## src/rtl/regfile_pkg.sv

```systemverilog
// Shared defaults and requester indices for the register-file write-back arbiter.
package regfile_pkg;

    localparam int unsigned BUS_WIDTH_DEF = 8;
    localparam int unsigned DEPTH_DEF     = 3;
    localparam int unsigned NUM_REQ       = 2;

    typedef enum logic {
        REQ_ALU = 1'b0,
        REQ_MEM = 1'b1
    } req_idx_e;

endpackage : regfile_pkg

```

## src/rtl/rr_arbiter2.sv

```systemverilog
// Two-requester round-robin arbiter with stall; grant is combinational, last winner is registered.
module rr_arbiter2
    import regfile_pkg::*;
(
    input  logic               clk,
    input  logic               rst_n,
    input  logic [NUM_REQ-1:0] req_i,
    input  logic               hold_i,
    output logic [NUM_REQ-1:0] gnt_c
);

    req_idx_e last_q;
    req_idx_e last_d;

    always_ff @(posedge clk or negedge rst_n) begin
        if (!rst_n) begin
            last_q <= REQ_MEM;
        end else begin
            last_q <= last_d;
        end
    end

    // Contention goes to whoever did not win last; no grants while stalled or in reset.
    always_comb begin
        gnt_c  = '0;
        last_d = last_q;
        if (rst_n && !hold_i) begin
            case (req_i)
                2'b01:   gnt_c = 2'b01;
                2'b10:   gnt_c = 2'b10;
                2'b11:   gnt_c = (last_q == REQ_ALU) ? 2'b10 : 2'b01;
                default: gnt_c = 2'b00;
            endcase
        end
        if (gnt_c[REQ_MEM]) begin
            last_d = REQ_MEM;
        end else if (gnt_c[REQ_ALU]) begin
            last_d = REQ_ALU;
        end
    end

endmodule : rr_arbiter2

```

## src/rtl/regfile_wb_arbiter.sv

```systemverilog
// Write-back arbiter: grants ALU/load-unit writes to one register-file port,
// registers the write, bypasses it onto both read ports, and flags bad addresses.
module regfile_wb_arbiter
    import regfile_pkg::*;
#(
    parameter  int unsigned BUS_WIDTH = BUS_WIDTH_DEF,
    parameter  int unsigned DEPTH     = DEPTH_DEF,
    localparam int unsigned AW        = (DEPTH > 1) ? $clog2(DEPTH) : 1
) (
    input  logic                 clk,
    input  logic                 rst_n,
    input  logic                 hold,
    input  logic                 alu_valid,
    input  logic [AW-1:0]        alu_addr,
    input  logic [BUS_WIDTH-1:0] alu_data,
    output logic                 alu_ready,
    input  logic                 mem_valid,
    input  logic [AW-1:0]        mem_addr,
    input  logic [BUS_WIDTH-1:0] mem_data,
    output logic                 mem_ready,
    output logic                 rf_we,
    output logic [AW-1:0]        rf_wr_addr,
    output logic [BUS_WIDTH-1:0] rf_wr_data,
    input  logic [AW-1:0]        rd_addr_a,
    input  logic [AW-1:0]        rd_addr_b,
    input  logic [BUS_WIDTH-1:0] rf_rd_data_a,
    input  logic [BUS_WIDTH-1:0] rf_rd_data_b,
    output logic [BUS_WIDTH-1:0] rd_data_a,
    output logic [BUS_WIDTH-1:0] rd_data_b,
    output logic                 err_addr,
    output logic [7:0]           wr_count
);

    localparam logic [AW:0] DEPTH_W = (AW+1)'(DEPTH);

    logic [NUM_REQ-1:0]   gnt_c;
    logic                 xfer_c;
    logic                 in_range_c;
    logic [AW-1:0]        sel_addr_c;
    logic [BUS_WIDTH-1:0] sel_data_c;

    logic                 we_q,    we_d;
    logic [AW-1:0]        waddr_q, waddr_d;
    logic [BUS_WIDTH-1:0] wdata_q, wdata_d;
    logic                 err_q,   err_d;
    logic [7:0]           cnt_q,   cnt_d;

    rr_arbiter2 u_arb (
        .clk    (clk),
        .rst_n  (rst_n),
        .req_i  ({mem_valid, alu_valid}),
        .hold_i (hold),
        .gnt_c  (gnt_c)
    );

    assign alu_ready = gnt_c[REQ_ALU];
    assign mem_ready = gnt_c[REQ_MEM];

    always_comb begin
        xfer_c     = |gnt_c;
        sel_addr_c = gnt_c[REQ_MEM] ? mem_addr : alu_addr;
        sel_data_c = gnt_c[REQ_MEM] ? mem_data : alu_data;
        in_range_c = ({1'b0, sel_addr_c} < DEPTH_W);
    end

    // Out-of-range transfers are consumed but only raise the sticky error flag.
    always_comb begin
        we_d    = xfer_c && in_range_c;
        waddr_d = waddr_q;
        wdata_d = wdata_q;
        err_d   = err_q || (xfer_c && !in_range_c);
        cnt_d   = we_q ? cnt_q + 8'd1 : cnt_q;
        if (we_d) begin
            waddr_d = sel_addr_c;
            wdata_d = sel_data_c;
        end
    end

    always_ff @(posedge clk or negedge rst_n) begin
        if (!rst_n) begin
            we_q    <= 1'b0;
            waddr_q <= '0;
            wdata_q <= '0;
            err_q   <= 1'b0;
            cnt_q   <= 8'd0;
        end else begin
            we_q    <= we_d;
            waddr_q <= waddr_d;
            wdata_q <= wdata_d;
            err_q   <= err_d;
            cnt_q   <= cnt_d;
        end
    end

    assign rf_we      = we_q;
    assign rf_wr_addr = waddr_q;
    assign rf_wr_data = wdata_q;
    assign err_addr   = err_q;
    assign wr_count   = cnt_q;

    assign rd_data_a = (we_q && (waddr_q == rd_addr_a)) ? wdata_q : rf_rd_data_a;
    assign rd_data_b = (we_q && (waddr_q == rd_addr_b)) ? wdata_q : rf_rd_data_b;

endmodule : regfile_wb_arbiter

```

## config.mk

```make
export PLATFORM = sky130hd
export DESIGN_NAME = regfile_wb_arbiter
export DESIGN_NICKNAME = d
export VERILOG_FILES = /design/src/rtl/regfile_pkg.sv /design/src/rtl/rr_arbiter2.sv /design/src/rtl/regfile_wb_arbiter.sv
export SDC_FILE = /design/constraint.sdc
export NUM_CORES = 1
export LEC_CHECK = 0
export ABC_AREA = 1
export BUFFER_PORTS_ARGS = -buffer_cell sky130_fd_sc_hd__clkbuf_2
export CORE_ASPECT_RATIO = 1.5
export CORE_MARGIN = 2
export CORE_UTILIZATION = 44
export CTS_CLUSTER_SIZE = 10
export DETAILED_ROUTE_END_ITERATION = 8
export HOLD_SLACK_MARGIN = 0.15
export PLACE_DENSITY = 0.87
export SLEW_MARGIN = 20
export SYNTH_ARGS = -nofsm -noshare
export SYNTH_HDL_FRONTEND = slang
export SYNTH_HIERARCHICAL = 1
export SYNTH_SLANG_ARGS = --single-unit
```

## constraint.sdc

```tcl
create_clock -name clk -period 1.6 [get_ports clk]
set_input_delay 0.24 -clock clk [delete_from_list [all_inputs] [get_ports clk]]
set_output_delay 0.24 -clock clk [all_outputs]
set_load 0.02 [all_outputs]
```

# Word level (Yosys, flattened, before mapping)
# Index checks and enable logic that the tools add are counted.
# W data, S select, Z words.
# totals
ff_bits,21
latch_bits,0
mem_bits_rw,0
rom_bits,0
input_bits,45
elab_cells,32
memories,0
# op_classes
add_sub_neg,1
mul,0
div_mod_pow,0
magnitude_cmp,1
eq_ne,5
n_shift,0
muxes,9
bitwise_logic,0
n_reduce_logical,10
# op_table
operator,count
$mux W8,3
$add A8 B1 Y8 const B,1
$mux W2,3
$pmux W2 S3,1
$logic_and A1 B1 Y1,5
$eq A2 B2 Y1,2
$eq A2 B2 Y1 const B,2
$eq A2 B1 Y1 const B,1
$logic_not A1 Y1,2
$lt A2 B2 Y1 const B,1
$mux W1,2
$reduce_bool A2 Y1,1
$reduce_or A2 Y1,1
$logic_or A1 B1 Y1,1

# Logic depth before layout (Yosys ltp)
# depth
word_depth,8
ltp_mapped,11
depth_no_buf,10

# Cells and area by module
# Netlist, hierarchy kept.
# by_module_without_submodules
module,instances,cells_per_inst,area_each_um2,seq_area_each_um2
regfile_wb_arbiter,1,197,1418.9,500.5
rr_arbiter2,1,11,81.3,26.3

# Worst setup path before layout
# OpenSTA, ideal clock, no wires.
# synth_path
path_kind,flip-flop to flip-flop
startpoint,reg u_arb.last_q
endpoint,reg wdata_q[0] (netlist: rf_wr_data[0])
arrival_ps,1385
setup_slack_ps,100
stages_incl_launch_ff,12
synth_period_minus_slack_ps,1500
cell_sequence,dfstp_2 > nand2_1 > nand4_1 > inv_1 > buf_4 > buf_6 > nand2_4 > nand2_4 > nand2_8 > nand2_8 > nand2_2 > nand2_2
# synth_between
elab_chain_cells,6
# synth_lines
element,line,source
from (decl),rr_arbiter2.sv:12,req_idx_e last_q;
from (signal assigned),rr_arbiter2.sv:19,last_q <= last_d;
$mux W2 *,rr_arbiter2.sv:31,2'b11: gnt_c = (last_q == REQ_ALU) ? 2'b10 : 2'b01;
$pmux W2 S3 *,rr_arbiter2.sv:28,case (req_i)
$mux W2 *,rr_arbiter2.sv:27,if (rst_n && !hold_i) begin
named net mem_ready,regfile_wb_arbiter.sv:20,"output logic mem_ready,"
$mux W2,regfile_wb_arbiter.sv:61,sel_addr_c = gnt_c[REQ_MEM] ? mem_addr : alu_addr;
$lt A2 B2 Y1,regfile_wb_arbiter.sv:63,"in_range_c = ({1'b0, sel_addr_c} < DEPTH_W);"
$logic_and A1 B1 Y1,regfile_wb_arbiter.sv:68,we_d = xfer_c && in_range_c;
to (signal assigned),regfile_wb_arbiter.sv:89,wdata_q <= wdata_d;
to (decl),regfile_wb_arbiter.sv:44,"logic [BUS_WIDTH-1:0] wdata_q, wdata_d;"
# Mark *: on every way through the listed nets, which the timed path passes. The rest lies on a longest branch.
# A chain may end at the register's enable or synchronous reset.

# Worst setup path after layout
# layout_path
startpoint,reg waddr_q[1] (netlist: rf_wr_addr[1])
endpoint,out rd_data_b[6]
# layout_between
elab_chain_cells,3
# layout_lines
element,line,source
from (decl),regfile_wb_arbiter.sv:43,"logic [AW-1:0] waddr_q, waddr_d;"
from (signal assigned),regfile_wb_arbiter.sv:88,waddr_q <= waddr_d;
$eq A2 B2 Y1,regfile_wb_arbiter.sv:102,assign rd_data_b = (we_q && (waddr_q == rd_addr_b)) ? wdata_q : rf_rd_data_b;
$logic_and A1 B1 Y1,regfile_wb_arbiter.sv:102,
$mux W8,regfile_wb_arbiter.sv:102,
to (decl),regfile_wb_arbiter.sv:29,"output logic [BUS_WIDTH-1:0] rd_data_b,"
# Every way passes these cells.

==> flow_summary.toml <==
[critical_path]
worst_path_max_delay_cell = "dfrtp_1"
r2r_slack_ns = 0.10
cp_top_family = "simple AND/OR/NAND/NOR gates"
required_ns = 1.36
arrival_ns = 1.55
critical_path.n_buffers_inverters = 2
max_incr_delay_on_cp_ns = 0.42
timing.critical_path.fanout_max = 8
reg2reg_from = "u_arb/last_q"
critical_path_cell_list = "inv_2 > nand2_2 > nand2_4 > nand3_4 > nand2_1 > nand2_1 > buf_6"
reg2reg_to = "rf_wr_data[1]"
crit_top_cell = "nand2_1"
crit_start = "rf_wr_addr[1]"
r2r_cells = 10
crit_type = "register to primary output"
timing.critical_path.from_type = "register"
crit_path_end_kind = "primary output"

[cells_and_area]
layout.filler_cells = 242
instances_no_fill = 344
multi_input_area_sq_um = 1010
antenna-diode-count = 0
area_delta_synth_final_pct = 56.1
layout.nets = 349
footprint_of_the_flip_flops_and_latches_sq_um = 528
drive_above_1_share_pct = 57.9

[min_path]
hold_path_end = "u_arb/last_q"
hold_path_startpoint = "rst_n"
hold_path.class = "primary input to register"
min_path_cells = 3

[clocking]
cts_max_path_buffers = 2
clkSinkCount = 21
root_buffer = "clkbuf_8"
deepest_level_of_the_cts_h_tree = 1
cts_buffers = 3
clock_insertion_delay_worst_skew_ns = 0.26
cts_tree = "done"
clk_pin_slew_worst_paths_ns = 0.07

[timing]
max_freq_mhz = 558
rsz0062_at_grt = "yes"
maxSlewViolCount = 0
setup-violations-final = 16
setup_tns_ns = -1.85
hold-worst-slack_ns = 0.277
timing.final.crit_share_pct = 112
report.final.hold_viol_count = 0
timing.max_slew.rel_slack_pct = 82.9
timing.final.ws_setup_ns = -0.192
worst_slew_pin_slew_ns = 0.257
finalWorstPathRequiredPeriod_ns = 1.79
fin_worst_skew_ns = 0.00766

[global_route]
grt_overflow = 0
antenna_found_initial = 0
groute.usage.overall_pct = 21.5
grt_first_pass_wirelength_mm = 6.39
grt_start_max_net_pins = 20
via_count_of_the_first_global_routing_pass = 1505

[synth]
ys_seq_area_share_pct = 35.1
synth.lib_cells_used.distinct = 23
synth.avg_cell_area_sq_um = 7.21
post_synth_inst_count = 208
mappedNetlistNets = 254
netlist_area_sq_um = 1500
synthesis.yosys.warnings = 6
synth-seq-cells = 21

[pwr]
vdd.ir_drop.worst_v = 0.000557
p_leak_nw = 1.28
power_density_nw_per_um2 = 985

[die]
ports = 83
std_cell_rows = 26
fp.dieArea_sq_um = 3900
dieWidth_um = 51.7
core_area_sq_um = 3320
initial_core_util_pct = 45.2
die_h_um = 75.5

[detailed_routing]
total_drc_errors_in_the_routed_layout = 0
antenna_left = 0
detail_route.wirelength_mm = 4.77
num_vias = 1745
route.detailed.wl_per_inst_um = 13.9
dr.first_iter.drc_count = 50
detail_route.first_pass.iterations = 4
routed_via_density = 5.07

[run_status]
run_status = "finished with violations"
failed_checks = "setup timing"

[placed_design]
gp_congestion = 0.754
post-place-cells = 331
io_buffer_count = 82
place.detailed.hpwl_mm = 2.99

[flow_run]
timing.max_cap.violations = 0
==> synthesized netlist by cell type (all sizes together) <==
cell | count | area, sq um
nand2 | 107 | 514
nand3 | 31 | 180
inv | 23 | 86.3
dfrtp | 20 | 500
nor2 | 8 | 45.0
a21oi | 5 | 36.3
buf | 4 | 35.0
xor2 | 4 | 35.0
nand4 | 2 | 12.5
dfstp | 1 | 26.3
ha | 1 | 12.5
o21bai | 1 | 7.51
xnor2 | 1 | 8.76
==> how the worst max path moves through the flow <==
stage                          to  slack, ns  cells past startpoint
floorplan           rf_wr_data[0]        0.1                     11
global placement    rf_wr_data[1]       0.08                     10
detailed placement  rf_wr_data[1]      0.009                     10
CTS                  rd_data_b[0]      -0.07                      6
global route         rd_data_b[6]      -0.24                      7
finish               rd_data_b[6]      -0.19                      7
==> registers in the layout (all words and copies together), names as in the netlist <==
register and cells:
err_addr 1, rf_wr_addr 2, rf_we 1, rf_wr_data 8, wr_count 8, u_arb/last_q 1
==> cells in the final DEF, fill, tap and decap left out, drive strengths merged <==
cell type      n
ha             1
dfrtp         20
xor2           4
xnor2          1
nor2           8
dfstp          1
nand4          2
inv           23
nand3         31
a21oi          5
nand2        109
o21bai         1
dlygate4sd3    1
buf           20
clkbuf        75
==> worst min-delay path, cell delays in order <==
cell      delay (ns)
clkbuf_2        0.11
nand4_1         0.13
nand2_1         0.06
==> what timing repair did <==
action	4_1_cts	5_1_grt
pin swaps	3	21
gates cloned	2	0
hold buffers	1	0
endpoints found under the setup margin	20	28
buffers inserted	3	3
gates resized for setup	45	36
endpoints found under the hold margin	21	0
==> report_power, final <==
group	switching [mW]	leakage [nW]	internal [mW]
combinational	0.675	0.999	0.427
sequential	0.199	0.261	0.668
clock	0.160	0.0228	0.177
==> through the flow <==
step           util [%]  cell area, sq um  power [mW]  worst slack [ns]
2_1_floorplan         -              1500        1.39            0.0997
3_3_place_gp       58.8              1950        1.69            0.0843
3_5_place_dp       58.8              1950        1.71           0.00932
4_1_cts            66.7              2210        2.19           -0.0672
5_1_grt            70.6              2340        2.45            -0.245
6_report           70.6              2340        2.31            -0.192
==> cells by family (layout without fill, tap and decap cells) <==
| kind of cell | count (synthesis) | after routing | share of synthesized area, % |
|---|---|---|---|
| AO/OA/AOI/OAI | 6 | 6 | 2.92 |
| XOR/XNOR | 5 | 5 | 2.92 |
| adder cells (fa/ha/maj) | 1 | 1 | 0.834 |
| buffers and inverters | 27 | 119 | 8.09 |
| flip-flops | 21 | 21 | 35.1 |
| AND/OR/NAND/NOR | 148 | 150 | 50.1 |
==> final cells by class <==
class	instances	share of cell area [%]
well taps	42	2.24
multi-input cells	162	43.3
clock buffers	4	1.92
repair buffers	92	26.1
inverters	23	3.90
flip-flops and latches	21	22.5
==> layer usage <==
layer / routed length [um] / vias up / track usage [%]
met1: 1710 / 814 / 24.3
li1: - / 836 / -
met2: 2630 / 79 / 40.6
met5: 0 / - / 0
met4: 194 / 0 / 8.19
met3: 231 / 16 / 2.55
No activity file was read; power rests on OpenSTA's default activity.
